File: config.mk
export PLATFORM = sky130hd
export DESIGN_NAME = pipe_hazard_ctrl_flat
export DESIGN_NICKNAME = d
export VERILOG_FILES = /design/src/rtl/pipe_hazard_ctrl_if.sv /design/src/rtl/pipe_hazard_ctrl.sv /design/src/flat_wrapper.sv
export SDC_FILE = /design/constraint.sdc
export NUM_CORES = 1
export LEC_CHECK = 0
export ABC_AREA = 0
export CAP_MARGIN = 20
export CORE_UTILIZATION = 49
export CTS_CLUSTER_DIAMETER = 200
export DETAILED_ROUTE_END_ITERATION = 10
export MAX_ROUTING_LAYER = met4
export PLACE_DENSITY_LB_ADDON = 0.12
export SLEW_MARGIN = 0
export SYNTH_ARGS = -nofsm -noshare
export SYNTH_HDL_FRONTEND = slang
export SYNTH_SLANG_ARGS = --single-unit
File: constraint.sdc
create_clock -name clk -period 2.6 [get_ports clk]
set_clock_uncertainty 0.2 [all_clocks]
set_input_delay 0.52 -clock clk [delete_from_list [all_inputs] [get_ports clk]]
set_output_delay 0.52 -clock clk [all_outputs]
set_load 0.01 [all_outputs]
File: src/rtl/pipe_hazard_ctrl_if.sv
// Hazard controller port bundle: ID-stage operand info in,
// pipeline control and statistics out.
interface pipe_hazard_ctrl_if #(
    parameter int REG_AW = 4,
    parameter int CNT_W  = 16
);
    logic              id_valid;
    logic [REG_AW-1:0] id_src1;
    logic [REG_AW-1:0] id_src2;
    logic              id_two_src;
    logic              id_wb_en;
    logic              id_mem_read;
    logic [REG_AW-1:0] id_dest;
    logic              branch_taken;
    logic              mem_stall;
    logic              hazard;
    logic              freeze;
    logic              flush;
    logic [CNT_W-1:0]  stall_cnt;
    logic [CNT_W-1:0]  flush_cnt;

    modport master (
        output id_valid, id_src1, id_src2, id_two_src,
        output id_wb_en, id_mem_read, id_dest,
        output branch_taken, mem_stall,
        input  hazard, freeze, flush, stall_cnt, flush_cnt
    );

    modport slave (
        input  id_valid, id_src1, id_src2, id_two_src,
        input  id_wb_en, id_mem_read, id_dest,
        input  branch_taken, mem_stall,
        output hazard, freeze, flush, stall_cnt, flush_cnt
    );
endinterface

File: src/rtl/pipe_hazard_ctrl.sv
// RAW hazard detection with an in-flight destination scoreboard.
// Entry 0 is the EXE instruction, entry DEPTH-1 the oldest.
module pipe_hazard_ctrl #(
    parameter int REG_AW = 4,
    parameter int DEPTH  = 2,
    parameter int FWD_EN = 0,
    parameter int CNT_W  = 16
) (
    input  logic clk,
    input  logic rst,
    pipe_hazard_ctrl_if.slave bus
);

    typedef struct packed {
        logic              vld;
        logic              wb_en;
        logic              mem_rd;
        logic [REG_AW-1:0] dest;
    } sb_entry_t;

    sb_entry_t        sb_q [DEPTH];
    sb_entry_t        sb_d [DEPTH];
    logic [CNT_W-1:0] stall_cnt_q;
    logic [CNT_W-1:0] stall_cnt_d;
    logic [CNT_W-1:0] flush_cnt_q;
    logic [CNT_W-1:0] flush_cnt_d;

    logic hazard;
    logic flush;
    logic issue;
    logic raw;
    logic match;

    // Compare ID sources against every live entry; a taken branch
    // discards the ID instruction so it can never raise a hazard.
    always_comb begin
        raw   = 1'b0;
        match = 1'b0;
        for (int k = 0; k < DEPTH; k++) begin
            match = sb_q[k].vld & sb_q[k].wb_en &
                    ((sb_q[k].dest == bus.id_src1) |
                     (bus.id_two_src &
                      (sb_q[k].dest == bus.id_src2)));
            if (FWD_EN == 0) begin
                raw = raw | match;
            end else if (k == 0) begin
                raw = raw | (match & sb_q[k].mem_rd);
            end
        end
        hazard = bus.id_valid & raw & ~bus.branch_taken;
        flush  = bus.branch_taken & ~bus.mem_stall;
        issue  = bus.id_valid & ~hazard & ~bus.branch_taken;
    end

    // Advance the scoreboard one stage unless memory holds the pipe;
    // a stalled or discarded ID slot enters EXE as a bubble.
    always_comb begin
        for (int k = 0; k < DEPTH; k++) begin
            sb_d[k] = sb_q[k];
        end
        if (!bus.mem_stall) begin
            for (int k = DEPTH - 1; k > 0; k--) begin
                sb_d[k] = sb_q[k-1];
            end
            sb_d[0].vld    = issue;
            sb_d[0].wb_en  = bus.id_wb_en;
            sb_d[0].mem_rd = bus.id_mem_read;
            sb_d[0].dest   = bus.id_dest;
        end
    end

    // Saturating event counters.
    always_comb begin
        stall_cnt_d = stall_cnt_q;
        flush_cnt_d = flush_cnt_q;
        if (hazard && (stall_cnt_q != {CNT_W{1'b1}})) begin
            stall_cnt_d = stall_cnt_q + 1'b1;
        end
        if (flush && (flush_cnt_q != {CNT_W{1'b1}})) begin
            flush_cnt_d = flush_cnt_q + 1'b1;
        end
    end

    // State registers; reset drops every in-flight entry.
    always_ff @(posedge clk or negedge rst) begin
        if (!rst) begin
            for (int k = 0; k < DEPTH; k++) begin
                sb_q[k] <= '0;
            end
            stall_cnt_q <= '0;
            flush_cnt_q <= '0;
        end else begin
            for (int k = 0; k < DEPTH; k++) begin
                sb_q[k] <= sb_d[k];
            end
            stall_cnt_q <= stall_cnt_d;
            flush_cnt_q <= flush_cnt_d;
        end
    end

    assign bus.hazard    = hazard;
    assign bus.freeze    = hazard | bus.mem_stall;
    assign bus.flush     = flush;
    assign bus.stall_cnt = stall_cnt_q;
    assign bus.flush_cnt = flush_cnt_q;

endmodule

File: src/flat_wrapper.sv
// flat-port wrapper written by rule: the top's interface ports become plain ports
module pipe_hazard_ctrl_flat 
#(
    parameter int REG_AW = 4,
    parameter int DEPTH  = 2,
    parameter int FWD_EN = 0,
    parameter int CNT_W  = 16
)
  (clk, rst, bus_id_valid, bus_id_src1, bus_id_src2, bus_id_two_src, bus_id_wb_en, bus_id_mem_read, bus_id_dest, bus_branch_taken, bus_mem_stall, bus_hazard, bus_freeze, bus_flush, bus_stall_cnt, bus_flush_cnt);
  pipe_hazard_ctrl_if #(.REG_AW(REG_AW), .CNT_W(CNT_W)) bus_i ();
  input  logic clk;
  input  logic rst;
  input wire logic [$bits(bus_i.id_valid)-1:0] bus_id_valid;
  input wire logic [$bits(bus_i.id_src1)-1:0] bus_id_src1;
  input wire logic [$bits(bus_i.id_src2)-1:0] bus_id_src2;
  input wire logic [$bits(bus_i.id_two_src)-1:0] bus_id_two_src;
  input wire logic [$bits(bus_i.id_wb_en)-1:0] bus_id_wb_en;
  input wire logic [$bits(bus_i.id_mem_read)-1:0] bus_id_mem_read;
  input wire logic [$bits(bus_i.id_dest)-1:0] bus_id_dest;
  input wire logic [$bits(bus_i.branch_taken)-1:0] bus_branch_taken;
  input wire logic [$bits(bus_i.mem_stall)-1:0] bus_mem_stall;
  output wire logic [$bits(bus_i.hazard)-1:0] bus_hazard;
  output wire logic [$bits(bus_i.freeze)-1:0] bus_freeze;
  output wire logic [$bits(bus_i.flush)-1:0] bus_flush;
  output wire logic [$bits(bus_i.stall_cnt)-1:0] bus_stall_cnt;
  output wire logic [$bits(bus_i.flush_cnt)-1:0] bus_flush_cnt;
  assign bus_i.id_valid = bus_id_valid;
  assign bus_i.id_src1 = bus_id_src1;
  assign bus_i.id_src2 = bus_id_src2;
  assign bus_i.id_two_src = bus_id_two_src;
  assign bus_i.id_wb_en = bus_id_wb_en;
  assign bus_i.id_mem_read = bus_id_mem_read;
  assign bus_i.id_dest = bus_id_dest;
  assign bus_i.branch_taken = bus_branch_taken;
  assign bus_i.mem_stall = bus_mem_stall;
  assign bus_hazard = bus_i.hazard;
  assign bus_freeze = bus_i.freeze;
  assign bus_flush = bus_i.flush;
  assign bus_stall_cnt = bus_i.stall_cnt;
  assign bus_flush_cnt = bus_i.flush_cnt;
  pipe_hazard_ctrl #(.REG_AW(REG_AW), .DEPTH(DEPTH), .FWD_EN(FWD_EN), .CNT_W(CNT_W)) u_core (.clk(clk), .rst(rst), .bus(bus_i));
endmodule
# Word-level counts from Yosys, hierarchy flattened
# Cells that the tools add are included.
[totals]
output_inout_bits = 35
inputBits = 20
reg_bits = 44
wordCells = 36
[op_classes]
reduce_logical = 2
eq_ne = 6
addsub = 2
bitwise = 18
[op_table]
columns = ["cell", "count"]
rows = [
  ["adder 16 x 1 -> 16 bit, second input constant", 2],
  ["inequality test 16 bit, second input constant", 2],
  ["== test 4 bit", 4],
  ["bitwise AND 1 bit", 11],
  ["bitwise OR 1 bit", 4],
  ["inverter 1 bit", 3],
  ["logical AND 1 bit", 2],
]

# Longest topological paths before layout
# Gate-level depths: netlist of the first run.
[logic_depth]
depth_word = 10
ltp_mapped = 7
mapped_depth_nobuf = 7

# Worst setup path before layout of the first run
# OpenSTA, ideal clock, no wires.
[synth_timing]
kind = "input port to output port"
from = "input bus_id_src2[0]"
to = "output bus_freeze"
n_path_buf = 0
stages = 5
t_arrival_ps = 1660
slack_ps = 220
path_cell_list = "xor2_1 -> or4_4 -> nand4_4 -> and2_2 -> or2_2"
[synth_via]
elab_chain_cells = 8
elab_cells_between_ends = 12
classes_between = "eq/ne: 2; bitwise: 10"
[synth_lines]
columns = ["element", "line_no", "rtl"]
rows = [
  ["start, declared", "flat_wrapper.sv:15", "input wire logic [$bits(bus_i.id_src2)-1:0] bus_id_src2;"],
  ["== test 4 bit", "pipe_hazard_ctrl.sv:43", "(sb_q[k].dest == bus.id_src2)));"],
  ["bitwise AND 1 bit", "pipe_hazard_ctrl.sv:42", "(bus.id_two_src &"],
  ["bitwise OR 1 bit", "pipe_hazard_ctrl.sv:41", "((sb_q[k].dest == bus.id_src1) |"],
  ["bitwise AND 1 bit", "pipe_hazard_ctrl.sv:40", "match = sb_q[k].vld & sb_q[k].wb_en &"],
  ["bitwise OR 1 bit (*)", "pipe_hazard_ctrl.sv:45", "raw = raw | match;"],
  ["bitwise AND 1 bit (*) (2 in series)", "pipe_hazard_ctrl.sv:50", "hazard = bus.id_valid & raw & ~bus.branch_taken;"],
  ["via bus_hazard", "flat_wrapper.sv:22", "output wire logic [$bits(bus_i.hazard)-1:0] bus_hazard;"],
  ["bitwise OR 1 bit (*)", "pipe_hazard_ctrl.sv:102", "assign bus.freeze = hazard | bus.mem_stall;"],
  ["end, declared", "flat_wrapper.sv:23", "output wire logic [$bits(bus_i.freeze)-1:0] bus_freeze;"],
]
# The timed path passes the listed nets; every way through them passes the cells marked *.

# Worst setup path after layout of the first run
[layout_timing]
from = "register u_core.sb_q[0] in the netlist's numbering"
to = "output bus_freeze"
[layout_via]
elab_chain_cells = 8
elab_cells_between_ends = 9
classes_between = "eq/ne: 2; bitwise: 7"
[layout_lines]
columns = ["element", "line_no", "rtl"]
rows = [
  ["start, declared", "pipe_hazard_ctrl.sv:21", "sb_entry_t sb_q [DEPTH];"],
  ["start signal, assigned by index", "pipe_hazard_ctrl.sv:94", "sb_q[k] <= sb_d[k];"],
  ["== test 4 bit", "pipe_hazard_ctrl.sv:43", ""],
  ["bitwise AND 1 bit", "pipe_hazard_ctrl.sv:42", ""],
  ["bitwise OR 1 bit (*)", "pipe_hazard_ctrl.sv:41", ""],
  ["bitwise AND 1 bit (*)", "pipe_hazard_ctrl.sv:40", ""],
  ["bitwise OR 1 bit (*)", "pipe_hazard_ctrl.sv:45", ""],
  ["bitwise AND 1 bit (*) (2 in series)", "pipe_hazard_ctrl.sv:50", ""],
  ["bitwise OR 1 bit (*)", "pipe_hazard_ctrl.sv:102", ""],
]
# Mark *: on every way between the ends. The rest lies on a longest branch, timed or not.

==> results.toml, run 1 <==
[outcome]
outcome = "completed"

[cts]
clock-sinks = 44
insertion_delay_ns = 0.29
clock_path_buffers = 2
htreeDepth = 2
cts-buffers-inserted = 5
cts-root-buf = "clkbuf_8"
ctsHoldBuffers = 0
path_clk_slew_ns = 0.08
cts_tree = "yes"

[final_layout]
n_fill_cell = 362
drive_gt1_share_pct = 22.14
num-nets-final = 301
seq_area_um2 = 1101
diodes = 0
finalInstanceArea_um2 = 3079
syn2layout_area_growth_pct = 35.29
multiInputGateArea_um2 = 1134

[yosys]
ys_seq_elements = 44
yosysSeqAreaShare_pct = 48.38
synth_edf_count = 0
postSynthAreaPerCell_um2 = 11.32
yosys.area_share.simple_pct = 23.09
synth.area.top_cells = "dfrtp_1, xnor2_1, xor2_1"
synth_xor_area_share_pct = 18.03
synth_warnings = 0
synthTopCellsByCount = "dfrtp_1, xnor2_1, xor2_1"
syn-num-nets = 223
synth_area_um2 = 2276
yosys-mux-area-fraction_pct = 6.432
synth_cell_type_count = 37
synth_most_common_cell = "dfrtp_1"
ys.flop_type = "dfrtp_1"
yosysTopAreaCellShare_pct = 48.38
synth_top_area_cell = "dfrtp_1"
synth_adder_area_share_pct = 1.100
async_reset_ff_share_pct = 100.0
synthCells = 201
synth-compound-area-share_pct = 0.9896
synth_top_family_by_area = "simple AND/OR/NAND/NOR gates"

[critical_path]
end_kind = "primary output"
arrival_ns = 1.84
cp-start-kind = "register"
path_cells = "xor2_1 > or4_4 > nand4_4 > and2_4 > or2_4 > buf_6"
crit_slowest_cell = "or4_4"
crit_type = "register to primary output"
max_stage_delay_ns = 0.55
cp_max_fo = 2
cp.required_ns = 1.88

[pwr]
p_switching_w = 0.0004551
pwr-share-clk_pct = 29.1
p_total_w = 0.001738
peakVddDrop_v = 0.0004992
sw_frac_of_total_pct = 26.19
seqPwrFrac_pct = 48.8
p_int_w = 0.001283
pwr-share-comb_pct = 22.1
p_leak_nw = 1.356
power.density_nw_per_um2 = 564.3

[grt]
grt.overflow.total = 0
antenna_found_initial = 0
grt.total_usage_pct = 20.40
grt_pass1_wl_mm = 7.797
grt_pass1_vias = 1687
grt_max_degree = 45

[route]
route.detailed.drc = 0
initialDrtViolationCount = 89
vias_per_cell = 5.268
wirelength_mm = 4.420
via_count = 1749
ant_nets = 0
first_pass_iters = 6
wire_per_inst_um = 13.31

[timing]
finalSetupTns_ns = 0
max_freq_mhz = 390.6
timing.final.crit_share_pct = 98.46
hold_viol_final = 0
finalSetupViolations = 0
rsz0062_at_grt = "true"
setup_slack_ns = 0.04002
hold_slack_ns = 0.08558
worst_pin_slew_ns = 0.5420
max-slew-margin-rel_pct = 63.87
min_period_ns = 2.560
slew_viol_final = 0

[die]
rows = 24
die_h_um = 70.15
dieArea_um2 = 4921
io_pins = 55
initial_utilization_pct = 51.56
coreArea_um2 = 4414
die_w_um = 70.15

[place]
postPlaceCellArea_um2 = 2983
pre_cts_slack_ns = -0.7154
io_buffer_count = 53
hpwl_mm = 3.242
gp_congestion = 0.7782

[job]
maxCapViolations = 0

[hold_path]
min_path_type = "input pin to async pin"
==> worst paths after layout <==
kind | startpoint | endpoint | slack (ns) | depth (start not counted)
max | u_core.sb_q[0]$_DFFE_PN0N_ | bus_freeze | 0.04 | 6
min | rst | u_core.sb_q[10]$_DFFE_PN0N_ | 0.09 | 2
max reg2reg | u_core.sb_q[0]$_DFFE_PN0N_ | u_core.bus.stall_cnt[1]$_DFFE_PN0P_ | 0.33 | 6
min reg2reg | u_core.bus.stall_cnt[8]$_DFFE_PN0P_ | u_core.bus.stall_cnt[8]$_DFFE_PN0P_ | 0.30 | 1
max in group asynchronous | rst | u_core.sb_q[7]$_DFFE_PN0N_ | 1.73 | 2
min in group clk | u_core.bus.stall_cnt[8]$_DFFE_PN0P_ | u_core.bus.stall_cnt[8]$_DFFE_PN0P_ | 0.30 | 1
==> worst max-delay path, delay by kind of cell, from the launching register on <==
kind | cells | cell delay, ns
and+or+nand+nor | 4 | 0.91
DFF | 1 | 0.40
xor gates and xnor gates | 1 | 0.15
buffers and inverters | 1 | 0.09
==> power groups by stage <==
stage	Clock, W	Sequential [W]	Combinational [W]
2_1_floorplan	0	0.000878	0.000150
3_3_place_gp	0	0.000862	0.000382
3_5_place_dp	0	0.000862	0.000386
4_1_cts	0.000525	0.000848	0.000392
5_1_grt	0.000560	0.000861	0.000425
6_report	0.000506	0.000847	0.000384
==> logic make-up after synthesis <==
group	Yosys count
adder cells (fa/ha/maj)	2
AO/OA/AOI/OAI	3
buffers and inverters	7
multiplexers	13
AND/OR/NAND/NOR	86
flip-flops	44
XOR/XNOR	46
==> routing by layer <==
| metal | part of all wire [%] | track usage (%) | wire [um] |
|---|---|---|---|
| met1 | 47 | 28.77 | 2085 |
| met5 | 0 | - | 0 |
| met3 | 6.4 | 4.906 | 284 |
| met4 | 0.86 | 4.667 | 38 |
| met2 | 45 | 30.02 | 2011 |
==> flip-flops by register name (all words and copies together) (netlist names) <==
signal,flops
u_core.bus.flush_cnt,16
u_core.bus.stall_cnt,16
u_core.sb_q,12
==> through the flow <==
step                utilization [%]  std cells
floorplan                         -        201
global placement              67.57        322
detailed placement            67.57        322
CTS                           70.12        332
global route                  69.76        332
finish                        69.76        332
==> cells in the final DEF (no fill, tap or decap), types with 2 or more instances in the layout <==
| master | netlist | layout |
|---|---|---|
| nand2_1 | 14 | 14 |
| nor3_1 | 7 | 7 |
| buf_4 | 0 | 22 |
| inv_1 | 3 | 3 |
| nand2b_1 | 2 | 2 |
| and3_1 | 6 | 6 |
| nand4_1 | 12 | 12 |
| or4_4 | 2 | 2 |
| xor2_1 | 17 | 17 |
| nand4_4 | 2 | 2 |
| mux2_2 | 12 | 12 |
| clkbuf_2 | 0 | 2 |
| nand3_1 | 12 | 12 |
| nand4_2 | 2 | 2 |
| dlygate4sd2_1 | 0 | 5 |
| nor2_1 | 12 | 12 |
| clkdlybuf4s50_1 | 0 | 41 |
| xnor2_1 | 28 | 28 |
| nand3_2 | 2 | 2 |
| ha_1 | 2 | 2 |
| clkbuf_8 | 0 | 5 |
| dfrtp_1 | 44 | 44 |
| buf_2 | 0 | 4 |
==> final cells by class <==
type / count / area share [%]
Clock buffer: 6 / 2.357
Tap cell: 52 / 2.113
Clock inverter: 2 / 1.138
Multi-Input combinational cell: 150 / 36.81
Sequential cell: 44 / 35.76
Inverter: 3 / 0.3657
Timing Repair Buffer: 75 / 21.45
==> what timing repair did <==
action / 4_1_cts / 5_1_grt
endpoints found under the setup margin: 2 / 3
pin swaps: 13 / 6
setup buffers: 2 / 0
hold endpoints to repair: 0 / 0
gates resized for setup: 27 / 3
(Power assumes the default switching activity.)
==> run 2, diff against run 1 <==
--- a/config.mk
+++ b/config.mk
@@ -8,6 +8,7 @@
 export ABC_AREA = 0
 export CAP_MARGIN = 20
 export CORE_UTILIZATION = 49
+export CTS_BUF_LIST = sky130_fd_sc_hd__clkbuf_8 sky130_fd_sc_hd__clkbuf_16
 export CTS_CLUSTER_DIAMETER = 200
 export DETAILED_ROUTE_END_ITERATION = 10
 export MAX_ROUTING_LAYER = met4
@@ -16,3 +17,4 @@
 export SYNTH_ARGS = -nofsm -noshare
 export SYNTH_HDL_FRONTEND = slang
 export SYNTH_SLANG_ARGS = --single-unit
+export TNS_END_PERCENT = 50
==> results.toml, run 2 (synthesis gave the netlist of run 1 again) <==
[job]
maxCapViolations = 0

[hold_path]
min_path_type = "input pin to async pin"

[final_layout]
syn2layout_area_growth_pct = 35.29
final_common_cell = "dfrtp_1"
num-nets-final = 301
mostFrequentLayoutCells = "dfrtp_1, clkdlybuf4s50_1, xnor2_1"
finalInstanceArea_um2 = 3079
diodes = 0
drive_gt1_share_pct = 22.14
stdcell_count = 332

[die]
die_h_um = 70.15
rows = 24
dieArea_um2 = 4921
die_w_um = 70.15
io_pins = 55
coreArea_um2 = 4414
initial_utilization_pct = 51.56

[critical_path]
end_kind = "primary output"
path_cells = "xor2_1 > or4_4 > nand4_4 > and2_4 > or2_4 > buf_6"
rr_worst_depth = 6
rr_endpoint = "u_core.bus.stall_cnt[1]$_DFFE_PN0P_"
cp.depth = 6
crit_slowest_cell = "or4_4"
timing.rr.start = "u_core.sb_q[0]$_DFFE_PN0N_"
arrival_ns = 1.84
crit_start = "u_core.sb_q[0]$_DFFE_PN0N_"
crit_family = "simple AND/OR/NAND/NOR gates"
cp_max_fo = 2
crit_type = "register to primary output"
max_stage_delay_ns = 0.55
cp.required_ns = 1.88
cp-start-kind = "register"
crit_end = "bus_freeze"
r2r_slack_ns = 0.33
cp_num_buf_inv = 1

[route]
vias_per_cell = 5.265
first_pass_iters = 5
wirelength_mm = 4.421
via_count = 1748
route.detailed.drc = 0
initialDrtViolationCount = 91
wire_per_inst_um = 13.32
ant_nets = 0

[timing]
max-slew-margin-rel_pct = 63.95
hold_viol_final = 0
slew_viol_final = 0
max_freq_mhz = 390.2
finalSetupViolations = 0
timing.final.crit_share_pct = 98.56
setup_slack_ns = 0.03743
min_period_ns = 2.563
worst_pin_slew_ns = 0.5408
rsz0062_at_grt = "true"

[cts]
htreeDepth = 2
cts-buffers-inserted = 5
clock-sinks = 44
cts-root-buf = "clkbuf_8"
insertion_delay_ns = 0.30
cts_tree = "yes"
clock_path_buffers = 2
path_clk_slew_ns = 0.08

[place]
io_buffer_count = 53
placed_cells = 322
hpwl_mm = 3.242
gp_congestion = 0.7782
postPlaceCellArea_um2 = 2983
pre_cts_slack_ns = -0.7154

[outcome]
outcome = "completed"

[grt]
grt_max_degree = 45
antenna_found_initial = 0
grt_pass1_vias = 1687
grt_util_met2_pct = 30.02
grt_use_met1_pct = 28.77
top_usage_layer = "met2"
grt_pass1_wl_mm = 7.797
grt_use_met3_pct = 4.906
grt.total_usage_pct = 20.40
grt.overflow.total = 0

[pwr]
peakVddDrop_v = 0.0004992
p_switching_w = 0.0004573
pwr-share-clk_pct = 29.1
sw_frac_of_total_pct = 26.34
power.density_nw_per_um2 = 563.8
p_total_w = 0.001736
p_leak_nw = 1.360
p_int_w = 0.001279
seqPwrFrac_pct = 48.8
pwr-share-comb_pct = 22.1
-- run 2: changes by cell type in the layout (fill, tap and decap cells not counted), sizes merged --
| cell | previous run | this run |
|---|---|---|
| clkbuf | 8 | 7 |
| inv | 3 | 4 |
-- run 2: per-layer routing --
layer	vias up	share of wire [%]
met2	49	46
met3	5	6.0
li1	852	-
met5	-	0
met4	0	0.88
met1	842	48
-- run 2: worst min-delay path by stage --
stage	from	end	slack [ns]
4_1_cts	rst	u_core.bus.stall_cnt[5]$_DFFE_PN0P_	0.11
3_5_place_dp	u_core.bus.stall_cnt[8]$_DFFE_PN0P_	u_core.bus.stall_cnt[8]$_DFFE_PN0P_	0.29
6_report	rst	u_core.sb_q[10]$_DFFE_PN0N_	0.08
3_3_place_gp	u_core.bus.flush_cnt[5]$_DFFE_PN0P_	u_core.bus.flush_cnt[5]$_DFFE_PN0P_	0.29
5_1_grt	rst	u_core.sb_q[5]$_DFFE_PN0N_	0.14
2_1_floorplan	rst	u_core.bus.flush_cnt[0]$_DFFE_PN0P_	0.02
-- run 2: layout make-up --
type / count / area, um2
inverters: 3 / 11.26
repair buffers: 75 / 660.6
flip-flops and latches: 44 / 1101
multi-input cells: 150 / 1134
well taps: 52 / 65.06
clock buffers: 5 / 68.82
fillers: 362 / 1335
clock inverters: 3 / 38.79
-- run 2: timing repair --
item | CTS | global route
setup endpoints to repair | 2 | 3
pin swaps | 13 | 6
hold buffers | 0 | 0
resized for setup | 27 | 3
endpoints found under the hold margin | 0 | 0
setup buffers | 2 | 0
-- run 2: through the flow --
stage / hold slack (ns) / util [%] / TNS [ns]
floorplan: 0.02441 / - / 0
global placement: 0.2929 / 67.57 / -2.047
detailed placement: 0.2902 / 67.57 / -2.486
CTS: 0.1082 / 70.12 / -0.01224
global route: 0.1378 / 69.76 / -0.05845
finish: 0.08190 / 69.76 / 0
-- run 2: power by group through the flow --
stage | clock network [W] | logic (W) | registers, W
floorplan | 0 | 0.000150 | 0.000878
global placement | 0 | 0.000382 | 0.000862
detailed placement | 0 | 0.000386 | 0.000862
CTS | 0.000522 | 0.000392 | 0.000848
global route | 0.000557 | 0.000425 | 0.000861
finish | 0.000504 | 0.000384 | 0.000847
